===== src/rtl/mem_port_arbiter_pkg.sv =====
// Shared types and constants for the two-port memory arbiter.
package mem_port_arbiter_pkg;

    // Arbiter ownership state: free arbitration, or a burst lock held by one port.
    typedef enum logic [1:0] {
        ST_IDLE  = 2'd0,
        ST_LOCK0 = 2'd1,
        ST_LOCK1 = 2'd2
    } arb_state_t;

    // Requester indices used by the grant select and the read-return owner tag.
    localparam logic PORT_CPU = 1'b0;
    localparam logic PORT_LDR = 1'b1;

endpackage


===== src/rtl/mem_port_arbiter_if.sv =====
// One requester's access port into the shared memory arbiter.
//
// Handshake: req acts as valid and gnt as ready. An access is issued in the
// cycle where req && gnt. The requester holds req, lock, we, addr and wdata
// stable until that cycle; the arbiter does not buffer anything. Read data
// comes back later as a one-cycle rvalid pulse with rdata alongside.
interface mem_port_arbiter_if #(
    parameter int ADDR_W = 5,
    parameter int DATA_W = 8
);
    logic              req;
    logic              lock;
    logic              we;
    logic [ADDR_W-1:0] addr;
    logic [DATA_W-1:0] wdata;
    logic              gnt;
    logic              rvalid;
    logic [DATA_W-1:0] rdata;

    modport master (output req, lock, we, addr, wdata, input gnt, rvalid, rdata);
    modport slave  (input req, lock, we, addr, wdata, output gnt, rvalid, rdata);
endinterface


===== src/rtl/mem_port_arbiter_rd_return_pipe.sv =====
// Tracks issued reads for the fixed memory latency and decodes which port
// the returning data belongs to.
module arb_rd_return_pipe
    import mem_port_arbiter_pkg::*;
#(
    parameter int RD_LAT = 1
) (
    input  logic clk,
    input  logic rst,
    input  logic issue,
    input  logic owner,
    output logic rvalid0,
    output logic rvalid1,
    output logic any_valid
);
    logic [RD_LAT-1:0] vld;
    logic [RD_LAT-1:0] own;

    // Shift one {valid, owner} tag per cycle; the last stage lines up with mem_rdata.
    always_ff @(posedge clk or negedge rst) begin
        if (!rst) begin
            vld <= '0;
            own <= '0;
        end else begin
            vld[0] <= issue;
            own[0] <= owner;
            for (int i = 1; i < RD_LAT; i++) begin
                vld[i] <= vld[i-1];
                own[i] <= own[i-1];
            end
        end
    end

    assign rvalid0   = vld[RD_LAT-1] & (own[RD_LAT-1] == PORT_CPU);
    assign rvalid1   = vld[RD_LAT-1] & (own[RD_LAT-1] == PORT_LDR);
    assign any_valid = |vld;

endmodule


===== src/rtl/mem_port_arbiter.sv =====
// Shares one memory between the CPU datapath (port 0) and the loader/DMA
// (port 1): one access per cycle, round-robin on ties, optional burst lock
// that is broken after LOCK_MAX locked grants while the other port waits.
module mem_port_arbiter
    import mem_port_arbiter_pkg::*;
#(
    parameter int ADDR_W   = 5,
    parameter int DATA_W   = 8,
    parameter int RD_LAT   = 1,
    parameter int LOCK_MAX = 8
) (
    input  logic                clk,
    input  logic                rst,
    mem_port_arbiter_if.slave   port0,
    mem_port_arbiter_if.slave   port1,
    output logic                mem_en,
    output logic                mem_we,
    output logic [ADDR_W-1:0]   mem_addr,
    output logic [DATA_W-1:0]   mem_wdata,
    input  logic [DATA_W-1:0]   mem_rdata,
    output logic                busy,
    output arb_state_t          state_dbg
);
    localparam int CNT_W = $clog2(LOCK_MAX + 1);
    localparam logic [CNT_W-1:0] CNT_MAX = CNT_W'(LOCK_MAX);

    arb_state_t       state, state_nxt;
    logic             rr, rr_nxt;          // 0 favours the CPU port on a tie
    logic [CNT_W-1:0] cnt, cnt_nxt;        // locked grants in the current burst
    logic [1:0]       req, lk;
    logic             own, oth;
    logic             pick, sel;
    logic             issue, rd_issue;
    logic             rv0, rv1, pipe_busy;

    assign req = {port1.req, port0.req};
    assign lk  = {port1.lock, port0.lock};

    // Ownership state, tie pointer and burst counter.
    always_ff @(posedge clk or negedge rst) begin
        if (!rst) begin
            state <= ST_IDLE;
            rr    <= PORT_CPU;
            cnt   <= '0;
        end else begin
            state <= state_nxt;
            rr    <= rr_nxt;
            cnt   <= cnt_nxt;
        end
    end

    // Grant selection and next ownership state.
    always_comb begin
        state_nxt = state;
        rr_nxt    = rr;
        cnt_nxt   = cnt;
        pick      = 1'b0;
        sel       = PORT_CPU;
        own       = (state == ST_LOCK1) ? PORT_LDR : PORT_CPU;
        oth       = ~own;
        case (state)
            ST_IDLE: begin
                cnt_nxt = '0;
                if (req[0] && req[1]) begin
                    pick   = 1'b1;
                    sel    = rr;
                    rr_nxt = ~rr;
                end else if (req[0]) begin
                    pick = 1'b1;
                    sel  = PORT_CPU;
                end else if (req[1]) begin
                    pick = 1'b1;
                    sel  = PORT_LDR;
                end
                if (pick && lk[sel]) begin
                    state_nxt = (sel == PORT_LDR) ? ST_LOCK1 : ST_LOCK0;
                    cnt_nxt   = CNT_W'(1);
                end
            end
            ST_LOCK0, ST_LOCK1: begin
                if (req[oth] && cnt == CNT_MAX) begin
                    // Starvation bound reached: the waiting port gets this slot
                    // and the former owner is favoured on the next tie.
                    pick      = 1'b1;
                    sel       = oth;
                    state_nxt = ST_IDLE;
                    cnt_nxt   = '0;
                    rr_nxt    = own;
                end else if (req[own]) begin
                    pick = 1'b1;
                    sel  = own;
                    if (lk[own]) begin
                        if (cnt != CNT_MAX) cnt_nxt = cnt + CNT_W'(1);
                    end else begin
                        state_nxt = ST_IDLE;
                        cnt_nxt   = '0;
                        rr_nxt    = oth;
                    end
                end else begin
                    pick      = req[oth];
                    sel       = oth;
                    state_nxt = ST_IDLE;
                    cnt_nxt   = '0;
                end
            end
            default: begin
                state_nxt = ST_IDLE;
                cnt_nxt   = '0;
            end
        endcase
    end

    // Nothing is issued while reset is asserted, even if requests are pending.
    assign issue     = pick & rst;
    assign port0.gnt = issue & (sel == PORT_CPU);
    assign port1.gnt = issue & (sel == PORT_LDR);
    assign mem_en    = issue;
    assign mem_we    = issue & ((sel == PORT_LDR) ? port1.we : port0.we);
    assign mem_addr  = issue ? ((sel == PORT_LDR) ? port1.addr : port0.addr) : '0;
    assign mem_wdata = issue ? ((sel == PORT_LDR) ? port1.wdata : port0.wdata) : '0;
    assign rd_issue  = issue & ~mem_we;

    arb_rd_return_pipe #(.RD_LAT(RD_LAT)) u_rd_pipe (
        .clk       (clk),
        .rst       (rst),
        .issue     (rd_issue),
        .owner     (sel),
        .rvalid0   (rv0),
        .rvalid1   (rv1),
        .any_valid (pipe_busy)
    );

    assign port0.rvalid = rv0;
    assign port1.rvalid = rv1;
    assign port0.rdata  = rv0 ? mem_rdata : '0;
    assign port1.rdata  = rv1 ? mem_rdata : '0;
    assign busy         = pipe_busy | (state != ST_IDLE);
    assign state_dbg    = state;

endmodule


===== src/flat_wrapper.sv =====
// flat-port wrapper written by rule: the top's interface ports become plain ports
module mem_port_arbiter_flat import mem_port_arbiter_pkg::*;
#(
    parameter int ADDR_W   = 5,
    parameter int DATA_W   = 8,
    parameter int RD_LAT   = 1,
    parameter int LOCK_MAX = 8
)
  (clk, rst, mem_en, mem_we, mem_addr, mem_wdata, mem_rdata, busy, state_dbg, port0_req, port0_lock, port0_we, port0_addr, port0_wdata, port0_gnt, port0_rvalid, port0_rdata, port1_req, port1_lock, port1_we, port1_addr, port1_wdata, port1_gnt, port1_rvalid, port1_rdata);
  mem_port_arbiter_if #(.ADDR_W(ADDR_W), .DATA_W(DATA_W)) port0_i ();
  mem_port_arbiter_if #(.ADDR_W(ADDR_W), .DATA_W(DATA_W)) port1_i ();
  input  logic clk;
  input  logic rst;
  output logic mem_en;
  output logic mem_we;
  output logic [ADDR_W-1:0] mem_addr;
  output logic [DATA_W-1:0] mem_wdata;
  input  logic [DATA_W-1:0] mem_rdata;
  output logic busy;
  output arb_state_t state_dbg;
  input wire logic [$bits(port0_i.req)-1:0] port0_req;
  input wire logic [$bits(port0_i.lock)-1:0] port0_lock;
  input wire logic [$bits(port0_i.we)-1:0] port0_we;
  input wire logic [$bits(port0_i.addr)-1:0] port0_addr;
  input wire logic [$bits(port0_i.wdata)-1:0] port0_wdata;
  output wire logic [$bits(port0_i.gnt)-1:0] port0_gnt;
  output wire logic [$bits(port0_i.rvalid)-1:0] port0_rvalid;
  output wire logic [$bits(port0_i.rdata)-1:0] port0_rdata;
  input wire logic [$bits(port1_i.req)-1:0] port1_req;
  input wire logic [$bits(port1_i.lock)-1:0] port1_lock;
  input wire logic [$bits(port1_i.we)-1:0] port1_we;
  input wire logic [$bits(port1_i.addr)-1:0] port1_addr;
  input wire logic [$bits(port1_i.wdata)-1:0] port1_wdata;
  output wire logic [$bits(port1_i.gnt)-1:0] port1_gnt;
  output wire logic [$bits(port1_i.rvalid)-1:0] port1_rvalid;
  output wire logic [$bits(port1_i.rdata)-1:0] port1_rdata;
  assign port0_i.req = port0_req;
  assign port0_i.lock = port0_lock;
  assign port0_i.we = port0_we;
  assign port0_i.addr = port0_addr;
  assign port0_i.wdata = port0_wdata;
  assign port0_gnt = port0_i.gnt;
  assign port0_rvalid = port0_i.rvalid;
  assign port0_rdata = port0_i.rdata;
  assign port1_i.req = port1_req;
  assign port1_i.lock = port1_lock;
  assign port1_i.we = port1_we;
  assign port1_i.addr = port1_addr;
  assign port1_i.wdata = port1_wdata;
  assign port1_gnt = port1_i.gnt;
  assign port1_rvalid = port1_i.rvalid;
  assign port1_rdata = port1_i.rdata;
  mem_port_arbiter #(.ADDR_W(ADDR_W), .DATA_W(DATA_W), .RD_LAT(RD_LAT), .LOCK_MAX(LOCK_MAX)) u_core (.clk(clk), .rst(rst), .port0(port0_i), .port1(port1_i), .mem_en(mem_en), .mem_we(mem_we), .mem_addr(mem_addr), .mem_wdata(mem_wdata), .mem_rdata(mem_rdata), .busy(busy), .state_dbg(state_dbg));
endmodule

===== config.mk =====
export PLATFORM = sky130hd
export DESIGN_NAME = mem_port_arbiter_flat
export DESIGN_NICKNAME = d
export VERILOG_FILES = /design/src/rtl/mem_port_arbiter_pkg.sv /design/src/rtl/mem_port_arbiter_if.sv /design/src/rtl/mem_port_arbiter_rd_return_pipe.sv /design/src/rtl/mem_port_arbiter.sv /design/src/flat_wrapper.sv
export SDC_FILE = /design/constraint.sdc
export NUM_CORES = 1
export LEC_CHECK = 0
export BUFFER_PORTS_ARGS = -buffer_cell sky130_fd_sc_hd__buf_4
export CAP_MARGIN = 25
export CORE_MARGIN = 2
export CORE_UTILIZATION = 42
export CTS_CLUSTER_DIAMETER = 120
export DETAILED_ROUTE_END_ITERATION = 6
export HOLD_SLACK_MARGIN = 0.05
export PLACE_DENSITY = 0.95
export SETUP_SLACK_MARGIN = 0.3
export SYNTH_ARGS = -nofsm -noshare
export SYNTH_HDL_FRONTEND = slang
export SYNTH_HIERARCHICAL = 1
export SYNTH_SLANG_ARGS = --single-unit

===== constraint.sdc =====
create_clock -name clk -period 5.7 [get_ports clk]
set_input_delay 1.14 -clock clk [delete_from_list [all_inputs] [get_ports clk]]
set_output_delay 1.14 -clock clk [all_outputs]
set_load 0.005 [all_outputs]

== Yosys cells after proc, flatten, opt, wreduce, memory -nomap -nowiden ==
Index checks and enable logic that the tools add are counted.

* Add/subtract/negate cells: 1
* Magnitude comparators: 3
* Eq/ne operators: 10
* Mux-type cells: 46
* Bitwise gates (word level): 13
* Reductions and logical operators: 9

{| class="wikitable"
|+ Operators by type and width
! kind !! number
|-
| $mux W8 || 4
|-
| $mux W1 || 26
|-
| $mux W4 || 4
|-
| $mux W2 || 5
|-
| $mux W5 || 2
|-
| $pmux W4 S2 || 1
|-
| $and A1 B1 Y1 || 7
|-
| $lt A1 B2 Y1 const B || 3
|-
| $pmux W1 S2 || 3
|-
| $ne A5 B4 Y1 const B || 1
|-
| $not A1 Y1 || 5
|-
| $add A4 B1 Y4 const B || 1
|-
| $eq A4 B4 Y1 const B || 1
|-
| $ne A2 B1 Y1 const B || 2
|-
| $ne A4 B3 Y1 const B || 1
|-
| $ne A4 B4 Y1 const B || 1
|-
| $pmux W2 S2 || 1
|-
| $reduce_and A4 Y1 || 1
|-
| $reduce_bool A2 Y1 || 2
|-
| $logic_and A1 B1 Y1 || 3
|-
| $ne A3 B1 Y1 const B || 1
|-
| $ne A3 B2 Y1 const B || 1
|-
| $eq A2 B1 Y1 const B || 1
|-
| $eq A2 B2 Y1 const B || 1
|-
| 4 further kinds || 4
|}

* Register bits after elaboration: 9
* Bits of input ports: 42
* Output and inout port bits: 38
* Word-level logic and storage cells: 87

== Logic depth before layout (Yosys ltp) ==
Gate-level depths: netlist of the first run.

* Depth after elaboration: 12
* Depth in mapped cells: 8
* Mapped depth without buffers: 7

== By module ==
Netlist of the first run, hierarchy kept.

{| class="wikitable"
|+ By module, submodules not included
! module !! times used !! cells each !! area an instance (µm²) !! seq. area each (µm²)
|-
| mem_port_arbiter || 1 || 116 || 954.7 || 175.2
|-
| arb_rd_return_pipe || 1 || 4 || 66.3 || 50.0
|}

== Least setup slack after synthesis of the first run ==
OpenSTA, ideal clock, no wires.

* Path type: input-to-output
* Start point: input port0_req
* End point: output mem_addr[2]
* Arrival: 2144 ps
* Required time: 4560 ps
* Setup slack: 2416 ps
* Cell stages on the path: 6
* Path buffers: 1
* Cell sequence: mux2i_2 a2bb2oi_2 a2bb2oi_2 and2b_4 buf_6 a22o_1

* Longest elaborated chain between the ends: 7
* Elaborated cells between the ends (all ways): 21
* Classes of those cells: mux: 18; bitwise: 1; reduce/logical: 2

{| class="wikitable"
|+ RTL lines
! item !! RTL line !! RTL
|-
| start: declaration || flat_wrapper.sv:21 || <nowiki>input wire logic [$bits(port0_i.req)-1:0] port0_req;</nowiki>
|-
| $mux W1, on equally long branches (2 in series) || mem_port_arbiter.sv:89, mem_port_arbiter.sv:81, mem_port_arbiter.sv:100 ||
|-
| $mux W1 / $logic_and A1 B1 Y1 (equally long branches) || mem_port_arbiter.sv:89, mem_port_arbiter.sv:81 ||
|-
| $mux W1 || mem_port_arbiter.sv:81 || <nowiki>if (req[oth] && cnt == CNT_MAX) begin</nowiki>
|-
| $pmux W1 S2 || mem_port_arbiter.sv:61 || <nowiki>case (state)</nowiki>
|-
| $mux W5 / $and A1 B1 Y1 (equally long branches) || mem_port_arbiter.sv:119, mem_port_arbiter.sv:114 ||
|-
| $mux W5 * || mem_port_arbiter.sv:119 || <nowiki>assign mem_addr = issue ? ((sel == PORT_LDR) ? port1.addr : port0.addr) : '0;</nowiki>
|-
| end: declaration || flat_wrapper.sv:16 || <nowiki>output logic [ADDR_W-1:0] mem_addr;</nowiki>
|}

Mark *: on every way between the ends. The rest lies on a longest branch, timed or not. The select of a mux whose other input is x is not followed.

== Worst setup path in the final report of the first run ==
Ends and elaborated chain as after synthesis.

==> results.tsv, run 1 <==
stage	metric	value	unit
route	antenna_left	0	
yosys	synth_common_cells	17 x and2_1, 13 x a22o_1, 10 x inv_1, 9 x dfrtp_1	
yosys	synth_area	1020	sq um
worst_setup_path	end_kind	output port	
final_layout	syn_to_final_growth	61.4	%
yosys	synth_cell_types	43	
grt	grt_max_degree	15	
worst_setup_path	r2r-start	u_core/state_dbg[0]$_DFFE_PN0P_	
placement	numPortBuffers	79	
status	status	completed	
placement	gp_congestion	0.907	
yosys	avgSynthCellArea	8.51	sq um
sta	holdWs	0.595	ns
sta	worst_pin_slew	0.517	ns
sta	fin_setup_tns	0	ns
worst_setup_path	cp_slowest_cell	and2b_4	
sta	fin_crit_sh	64.1	%
min_path	hold-path-cell-count	2	
yosys	synth_edf_count	0	
placement	hpwl	2860	um
yosys	yosys.area.top_type	dfrtp_1	
grt	overflow	0	
grt	grt_pass1_wl	4640	um
cts	numClockSinks	9	
sta	setup_violations	0	
worst_setup_path	path_class	input port to output port	
die	die_area	2840	sq um
min_path	hold_path.class	flip-flop to flip-flop	
cts	clkTransAtPathRegs	0.05	ns
cts	tritoncts	done	
worst_setup_path	crit_buf_inv	2	
sta	final_max_slew_viol_count	0	
worst_setup_path	max_stage_delay	0.27	ns
cts	numCtsBuffers	3	
die	std_cell_rows	17	
worst_setup_path	cp.arrival	2.51	ns
cts	cts_hold_buf	0	
final_layout	n_antenna_cell	0	
cts	h-tree-depth	1	
route	drtPass1Iterations	4	
route	wirelength	3390	um
die	io_pins	80	
yosys	yosys_register_bits	9	
worst_setup_path	worst_r2r_endpoint	u_core/state_dbg[0]$_DFFE_PN0P_	
worst_setup_path	rrSetupSlack	3.48	ns
sta	rsz0062_at_grt	no	
sta	min_period	3.65	ns
sta	slew_headroom	65.5	%
worst_setup_path	crit_fanout	14	
worst_setup_path	critPathRequiredTime	4.56	ns
worst_setup_path	endpoint	mem_addr[2]	
yosys	syn_inst	120	
yosys	yosysMostFrequentCell	and2_1	
worst_setup_path	start_kind	input port	
yosys	synthFlopType	dfrtp_1	
final_layout	final_nets	249	
sta	fin_skew	0.00464	ns
grt	grt_pass1_vias	1098	
yosys	yosys_warnings	6	
worst_setup_path	cpLargestDelayFamily	compound AO/OA/AOI/OAI gates	
yosys	netlist.area_leader.share	22.1	%
power	p_leak	0.000863	uW
cts	clk_path_buf_depth	2	
worst_setup_path	reg2reg_depth	7	
die	die_w	53.3	um
grt	grt_use_total	22.1	%
final_layout	layout-drive-gt1-share	46.5	%
cts	clockRootBuffer	clkbuf_4	
sta	max_freq	0.274	GHz
route	vias_per_cell	5.53	
route	via_count	1261	
worst_setup_path	crit_cells	7	
worst_setup_path	startpoint	port0_req	
cts	cts_resized	0	
final_layout	fillers	186	
yosys	async_flop_share	100	%
cts	clock_latency	0.26	ns
grt	antenna_found_initial	0	
route	wl_per_cell	14.9	um
die	placeableCoreArea	2250	sq um
final_layout	final_area	1650	sq um
yosys	synth_area_leaders	dfrtp_1 22%, a22o_1 11%, and2_1 10%	
yosys	syn-num-nets	168	
worst_setup_path	crit_chain	buf_4 > mux2i_2 > a2bb2oi_2 > a2bb2oi_2 > and2b_4 > a22o_1 > buf_4	
die	start_util	45.3	%
die	die_h	53.3	um
run	max-cap-violations	0	
yosys	ys_seq_area_share	22.1	%
cts	postCtsSetupRepairBufs	0	
power	max-vdd-ir-drop	366	uV
placement	place_area	1620	sq um
route	drtIter0Drc	17	
sta	final_hold_viol_count	0	
route	drc	0	
power	pwr_density_cell	387	nW/um^2
## flip-flops by register name, indices dropped and copies added (netlist names)
signal                      count
u_core/cnt                      4
u_core/rr                       1
u_core/state_dbg                2
u_core/u_rd_pipe/any_valid      1
u_core/u_rd_pipe/own            1
## layout make-up
cell class              instances  area (sq um)  area share (%)
clock buffers                   4          26.3            1.59
inverters                      11          41.3            2.51
multi-input cells              97           727            44.1
flip-flops and latches          9           225            13.7
well taps                      28          35.0            2.13
repair buffers                 79           593            36.0
## where the power goes
group / total, uW / switching [uW] / internal (uW)
clock network: 47.9 / 21.0 / 26.9
registers: 109 / 24.1 / 84.9
logic: 482 / 234 / 247
## cell families (layout without fill, tap and decap cells)
group | count (synthesis) | count (layout) | synth area share (%)
AO/OA/AOI/OAI | 40 | 40 | 29.5
XOR/XNOR | 1 | 1 | 0.858
adder cells (fa/ha/maj) | 6 | 6 | 7.35
buffers and inverters | 14 | 94 | 6.74
flip-flops | 9 | 9 | 22.1
multiplexers | 5 | 5 | 5.51
AND/OR/NAND/NOR | 45 | 45 | 27.9
## worst min path at each step
stage,start,endpoint,slack (ns)
after floorplan,u_core/cnt[1]$_DFFE_PN0P_,u_core/cnt[1]$_DFFE_PN0P_,0.55
after CTS,u_core/cnt[1]$_DFFE_PN0P_,u_core/cnt[1]$_DFFE_PN0P_,0.60
after detailed placement,u_core/cnt[1]$_DFFE_PN0P_,u_core/cnt[1]$_DFFE_PN0P_,0.59
after global routing,u_core/cnt[1]$_DFFE_PN0P_,u_core/cnt[3]$_DFFE_PN0P_,0.63
after global placement,u_core/cnt[1]$_DFFE_PN0P_,u_core/cnt[1]$_DFFE_PN0P_,0.58
final,u_core/cnt[1]$_DFFE_PN0P_,u_core/cnt[1]$_DFFE_PN0P_,0.60
## tightest hold or removal path, delay by kind of cell, from the launching register on
| kind | cells | cell delay, ns |
|---|---|---|
| AO/OA/AOI/OAI | 1 | 0.05 |
| flip-flops | 1 | 0.43 |
| AND/OR/NAND/NOR | 1 | 0.08 |
## layer usage
| layer | GRT usage (%) | vias up | part of all wire [%] |
|---|---|---|---|
| met3 | 4.80 | 10 | 7.9 |
| met2 | 39.3 | 67 | 55 |
| met1 | 24.2 | 586 | 36 |
| met4 | 11.5 | 0 | 1.5 |
| met5 | 0 | - | 0 |
| li1 | - | 598 | - |
## layout by cell type (no fill, tap or decap), drive strengths merged, types with 3 or more instances in the layout
cell    netlist  final
o21ai         5      5
mux2i         3      3
clkbuf        0      4
a22o         13     13
inv          11     11
nor2          6      6
nand2b        3      3
dfrtp         9      9
ha            6      6
a21oi         6      6
buf           3     79
o22ai         3      3
nand2         6      6
and2         18     18
## stage by stage
stage	utilization [%]	worst slack [ns]	total power, uW	instances
3_5_place_dp	71.9	2.07	588	224
4_1_cts	73.1	2.07	637	228
5_1_grt	73.1	1.96	684	228
2_1_floorplan	-	2.42	397	120
6_report	73.1	2.05	639	228
3_3_place_gp	71.9	2.14	563	224
Power figures use the tool's default switching activity.
==> run 2, diff against run 1 <==
Settings changed: CORE_UTILIZATION 42 to 36, PLACE_DENSITY 0.95 to 0.88.
Clock period 5.7 ns to 2.97 ns, I/O delays scaled along.
==> results.tsv, run 2 (synthesis results as in run 1) <==
stage	metric	value	unit
cts	clock_latency	0.26	ns
route	drc	0	
sta	rsz0062_at_grt	yes	
route	top_layer	met4	
cts	clockRootBuffer	clkbuf_4	
die	placeableCoreArea	2730	sq um
run	max-cap-violations	0	
grt	grt_max_degree	15	
worst_setup_path	crit_fanout	7	
final_layout	layout-drive-gt1-share	53.6	%
placement	gp_congestion	0.857	
route	wl_met2	1820	um
power	p_leak	0.000907	uW
grt	grt_pass1_wl	5240	um
sta	slew_headroom	68.7	%
power	p_int	796	uW
power	p_comb_share	77.5	%
cts	clkTransAtPathRegs	0.06	ns
final_layout	n_antenna_cell	0	
route	wirelength	3550	um
power	finalPower	1390	uW
cts	cts_hold_buf	0	
power	pwr_density_cell	776	nW/um^2
cts	tritoncts	done	
route	met1Wirelength	1360	um
route	wl_per_cell	14.8	um
worst_setup_path	reg2reg_depth	8	
die	start_util	37.3	%
grt	overflow	0	
worst_setup_path	end_kind	output port	
min_path	hold_path.class	input port to asynchronous set/reset pin	
grt	grt_pass1_vias	1174	
sta	worst_pin_slew	0.468	ns
cts	numCtsBuffers	3	
route	via_count	1293	
cts	clk_path_buf_depth	2	
sta	final_max_slew_viol_count	0	
route	drtPass1Iterations	4	
power	p_sw_share	42.9	%
final_layout	final_nets	258	
power	p_clk_share	7.0	%
worst_setup_path	cp.arrival	2.17	ns
status	status	completed	
placement	numPortBuffers	79	
sta	max_freq	0.362	GHz
route	antenna_left	0	
worst_setup_path	rrSetupSlack	0.78	ns
final_layout	largest-register	u_core/cnt	
die	die_w	57.3	um
sta	fin_setup_tns	0	ns
worst_setup_path	worst_r2r_endpoint	u_core/cnt[0]$_DFFE_PN0P_	
final_layout	largest_reg_flops	4	
cts	numClockSinks	9	
worst_setup_path	critPathRequiredTime	2.38	ns
final_layout	final_cell_mix	87 x buf_4, 17 x and2_1, 13 x a22o_1	
worst_setup_path	path_class	flip-flop to output port	
sta	fin_skew	0.00104	ns
die	std_cell_rows	19	
grt	grt_use_total	20.1	%
route	vias_per_cell	5.39	
route	drtIter0Drc	42	
final_layout	syn_to_final_growth	76.0	%
worst_setup_path	r2r-start	u_core/state_dbg[0]$_DFFE_PN0P_	
worst_setup_path	start_kind	flip-flop	
die	io_pins	80	
power	p_switching	597	uW
sta	fin_crit_sh	93.0	%
power	max-vdd-ir-drop	609	uV
route	wl_met3	273	um
grt	antenna_found_initial	0	
final_layout	layout_commonest_cell	buf_4	
sta	setup_violations	0	
power	power_frac_seq	15.5	%
die	die_h	57.3	um
placement	hpwl	2550	um
sta	min_period	2.76	ns
die	die_area	3280	sq um
cts	h-tree-depth	1	
sta	final_hold_viol_count	0	
final_layout	fillers	243	
==> run 2: layout make-up <==
| cell class | count | area (sq um) | share of cell area [%] |
|---|---|---|---|
| Multi-Input combinational cell | 98 | 810 | 45.1 |
| Tap cell | 31 | 38.8 | 2.16 |
| Inverter | 11 | 41.3 | 2.30 |
| Sequential cell | 9 | 228 | 12.7 |
| Timing Repair Buffer | 87 | 653 | 36.4 |
| Clock buffer | 4 | 26.3 | 1.46 |
==> run 2: power by group through the flow <==
stage | logic [uW] | clock network [uW] | registers (uW)
2_1_floorplan | 563 | 0 | 198
3_3_place_gp | 880 | 0 | 204
3_5_place_dp | 897 | 0 | 207
4_1_cts | 985 | 98.7 | 209
5_1_grt | 1160 | 107 | 223
6_report | 1080 | 97.5 | 216
==> run 2: metal layers <==
layer	GRT usage (%)	vias to the layer above
met2	34.0	60
met5	0	-
met4	11.0	0
met3	3.40	12
li1	-	621
met1	24.3	600
==> run 2: how the worst max path moves through the flow <==
stage | start | endpoint | slack (ns) | cells past startpoint
2_1_floorplan | u_core/state_dbg[0]$_DFFE_PN0P_ | mem_addr[2] | 0.56 | 8
3_3_place_gp | u_core/state_dbg[0]$_DFFE_PN0P_ | mem_addr[1] | 0.37 | 8
3_5_place_dp | u_core/state_dbg[0]$_DFFE_PN0P_ | mem_wdata[3] | 0.32 | 8
4_1_cts | u_core/state_dbg[0]$_DFFE_PN0P_ | mem_wdata[3] | 0.22 | 8
5_1_grt | u_core/state_dbg[1]$_DFFE_PN0P_ | mem_addr[3] | 0.12 | 7
6_report | u_core/state_dbg[0]$_DFFE_PN0P_ | mem_addr[3] | 0.21 | 8
==> run 2: critical path: stages, from the launching register on <==
cell and delay [ns]:
dfrtp_1 0.42, inv_2 0.12, ha_4 0.17, mux2i_4 0.27, a2bb2oi_4 0.19, a2bb2oi_4 0.20
and2b_2 0.25, a22o_1 0.18, buf_4 0.11
==> run 2: per-stage QoR <==
stage / instances / worst slack, ns / area [sq um] / utilization [%] / hold slack, ns
finish: 240 / 0.209 / 1800 / 65.7 / 0.150
global route: 240 / 0.125 / 1800 / 65.7 / 0.147
CTS: 237 / 0.216 / 1720 / 63.1 / 0.148
detailed placement: 227 / 0.321 / 1630 / 59.5 / 0.431
global placement: 227 / 0.373 / 1630 / 59.5 / 0.430
floorplan: 120 / 0.562 / 1020 / - / 0.298
==> run 2: timing repair <==
item | CTS | global route
gates cloned | 1 | 0
endpoints found under the hold margin | 0 | 0
setup buffers | 5 | 3
pin swaps | 15 | 4
setup endpoints to repair | 16 | 16
gates resized for setup | 9 | 9
==> run 3, diff against run 2 <==
Settings changed: CORE_ASPECT_RATIO from default to 1.1, CORE_UTILIZATION 36 to 39, GPL_TIMING_DRIVEN from default to 0, PLACE_DENSITY 0.88 to 0.9.
Clock period 2.97 ns to 2.75 ns, I/O delays scaled along.
==> results.tsv, run 3 (synthesis results as in run 1) <==
stage	metric	value	unit
sta	slew_headroom	72.6	%
sta	fin_crit_sh	98.8	%
worst_setup_path	critPathRequiredTime	2.20	ns
route	wl_per_cell	15.0	um
sta	holdWs	0.104	ns
cts	clock_latency	0.26	ns
worst_setup_path	start_kind	flip-flop	
final_layout	layout-drive-gt1-share	54.8	%
worst_setup_path	cp_slowest_cell	dfrtp_1	
route	drtIter0Drc	44	
cts	h-tree-depth	1	
run	max-cap-violations	0	
worst_setup_path	crit_fanout	5	
route	drc	0	
die	io_pins	80	
grt	grt_pass1_vias	1216	
sta	fin_skew	0.00272	ns
die	std_cell_rows	19	
final_layout	final_cell_mix	92 x buf_4, 17 x and2_1, 13 x a22o_1	
sta	final_max_slew_viol_count	0	
route	drtPass1Iterations	5	
final_layout	seqCellArea	226	sq um
placement	hpwl	2680	um
sta	worst_pin_slew	0.409	ns
cts	clk_path_buf_depth	2	
die	die_area	3040	sq um
grt	grt_max_degree	11	
final_layout	largest-register	u_core/cnt	
worst_setup_path	end_kind	output port	
cts	clockRootBuffer	clkbuf_4	
cts	numCtsBuffers	3	
final_layout	largest_reg_flops	4	
grt	grt_pass1_wl	5090	um
route	antenna_left	0	
status	status	completed	
final_layout	instances_no_fill	248	
sta	setup_violations	0	
final_layout	layout_commonest_cell	buf_4	
route	via_count	1333	
placement	dp_cells	230	
min_path	hold_path.class	input port to asynchronous set/reset pin	
power	pwr_density_cell	884	nW/um^2
final_layout	multiInputGateArea	788	sq um
final_layout	final_nets	266	
placement	numPortBuffers	79	
die	placeableCoreArea	2500	sq um
final_layout	syn_to_final_growth	81.9	%
cts	clkTransAtPathRegs	0.06	ns
worst_setup_path	max_stage_delay	0.41	ns
sta	min_period	2.72	ns
route	wirelength	3720	um
cts	cts_hold_buf	0	
grt	antenna_found_initial	0	
worst_setup_path	cp.arrival	2.17	ns
placement	gp_congestion	0.796	
final_layout	n_antenna_cell	0	
worst_setup_path	path_class	flip-flop to output port	
worst_setup_path	cpMostUsedCell	a2bb2oi_2	
worst_setup_path	crit_chain	inv_2 > ha_4 > mux2i_4 > a2bb2oi_2 > a2bb2oi_2 > and2b_4 > buf_6 > a22o_1 > buf_4	
grt	overflow	0	
sta	max_freq	0.368	GHz
die	die_h	57.7	um
grt	grt_use_total	21.8	%
sta	final_hold_viol_count	0	
cts	tritoncts	done	
power	p_leak	0.000952	uW
final_layout	fillers	193	
die	die_w	52.8	um
cts	numClockSinks	9	
sta	rsz0062_at_grt	yes	
placement	dp_slack	0.0763	ns
die	start_util	40.9	%
sta	fin_ws	0.0322	ns
route	vias_per_cell	5.38	
power	max-vdd-ir-drop	661	uV
==> run 3: critical path: cells and delay by family (launching register included) <==
family          cells  cell delay, ns
compound gates      3            0.54
flops               1            0.41
buf+inv             3            0.35
mux                 1            0.24
simple gates        1            0.20
fa+ha+maj           1            0.16
==> run 3: final timing paths <==
kind	start	to	slack (ns)	depth (start not counted)
max	u_core/state_dbg[0]$_DFFE_PN0P_	mem_wdata[6]	0.03	9
min	rst	u_core/rr$_DFFE_PN0P_	0.10	1
max reg2reg	u_core/state_dbg[0]$_DFFE_PN0P_	u_core/cnt[0]$_DFFE_PN0P_	0.57	9
min reg2reg	u_core/cnt[3]$_DFFE_PN0P_	u_core/cnt[3]$_DFFE_PN0P_	0.62	2
max in group asynchronous	rst	u_core/state_dbg[1]$_DFFE_PN0P_	2.49	1
min in group clk	port1_lock	u_core/state_dbg[1]$_DFFE_PN0P_	0.59	3
==> run 3: layer usage <==
| metal | global-route usage [%] | part of all wire [%] | wire [um] | up-vias |
|---|---|---|---|---|
| li1 | - | - | - | 633 |
| met1 | 25.2 | 36 | 1350 | 633 |
| met2 | 40.2 | 56 | 2070 | 61 |
| met3 | 3.35 | 6.2 | 231 | 6 |
| met4 | 6.96 | 1.6 | 61 | 0 |
| met5 | 0 | 0 | 0 | - |
==> run 3: timing repair <==
item / in CTS / in global routing
endpoints found under the setup margin: 16 / 16
resized for setup: 12 / 6
cloned: 1 / 0
pin swaps: 5 / 7
buffers inserted: 10 / 3
==> run 3: power by group <==
group | internal, uW | switching (uW) | leakage [uW]
combinational | 741 | 575 | 0.000821
clock | 55.9 | 46.2 | 0.0000150
sequential | 177 | 46.9 | 0.000116
==> run 3: area by class of cell <==
type,instances,share of cell area (%)
inverters,11,2.22
repair buffers,93,37.8
well taps,31,2.09
plain buffers,3,1.82
multi-input cells,97,42.5
clock buffers,4,1.42
flip-flops and latches,9,12.2
==> run 3: metrics by stage <==
stage / power, uW / setup TNS (ns) / cell area (sq um) / util [%]
after floorplan: 823 / 0 / 1020 / -
after global placement: 1200 / 0 / 1650 / 66.2
after detailed placement: 1230 / 0 / 1650 / 66.2
after CTS: 1510 / 0 / 1800 / 72.2
after global routing: 1750 / -0.400 / 1860 / 74.4
final: 1640 / 0 / 1860 / 74.4
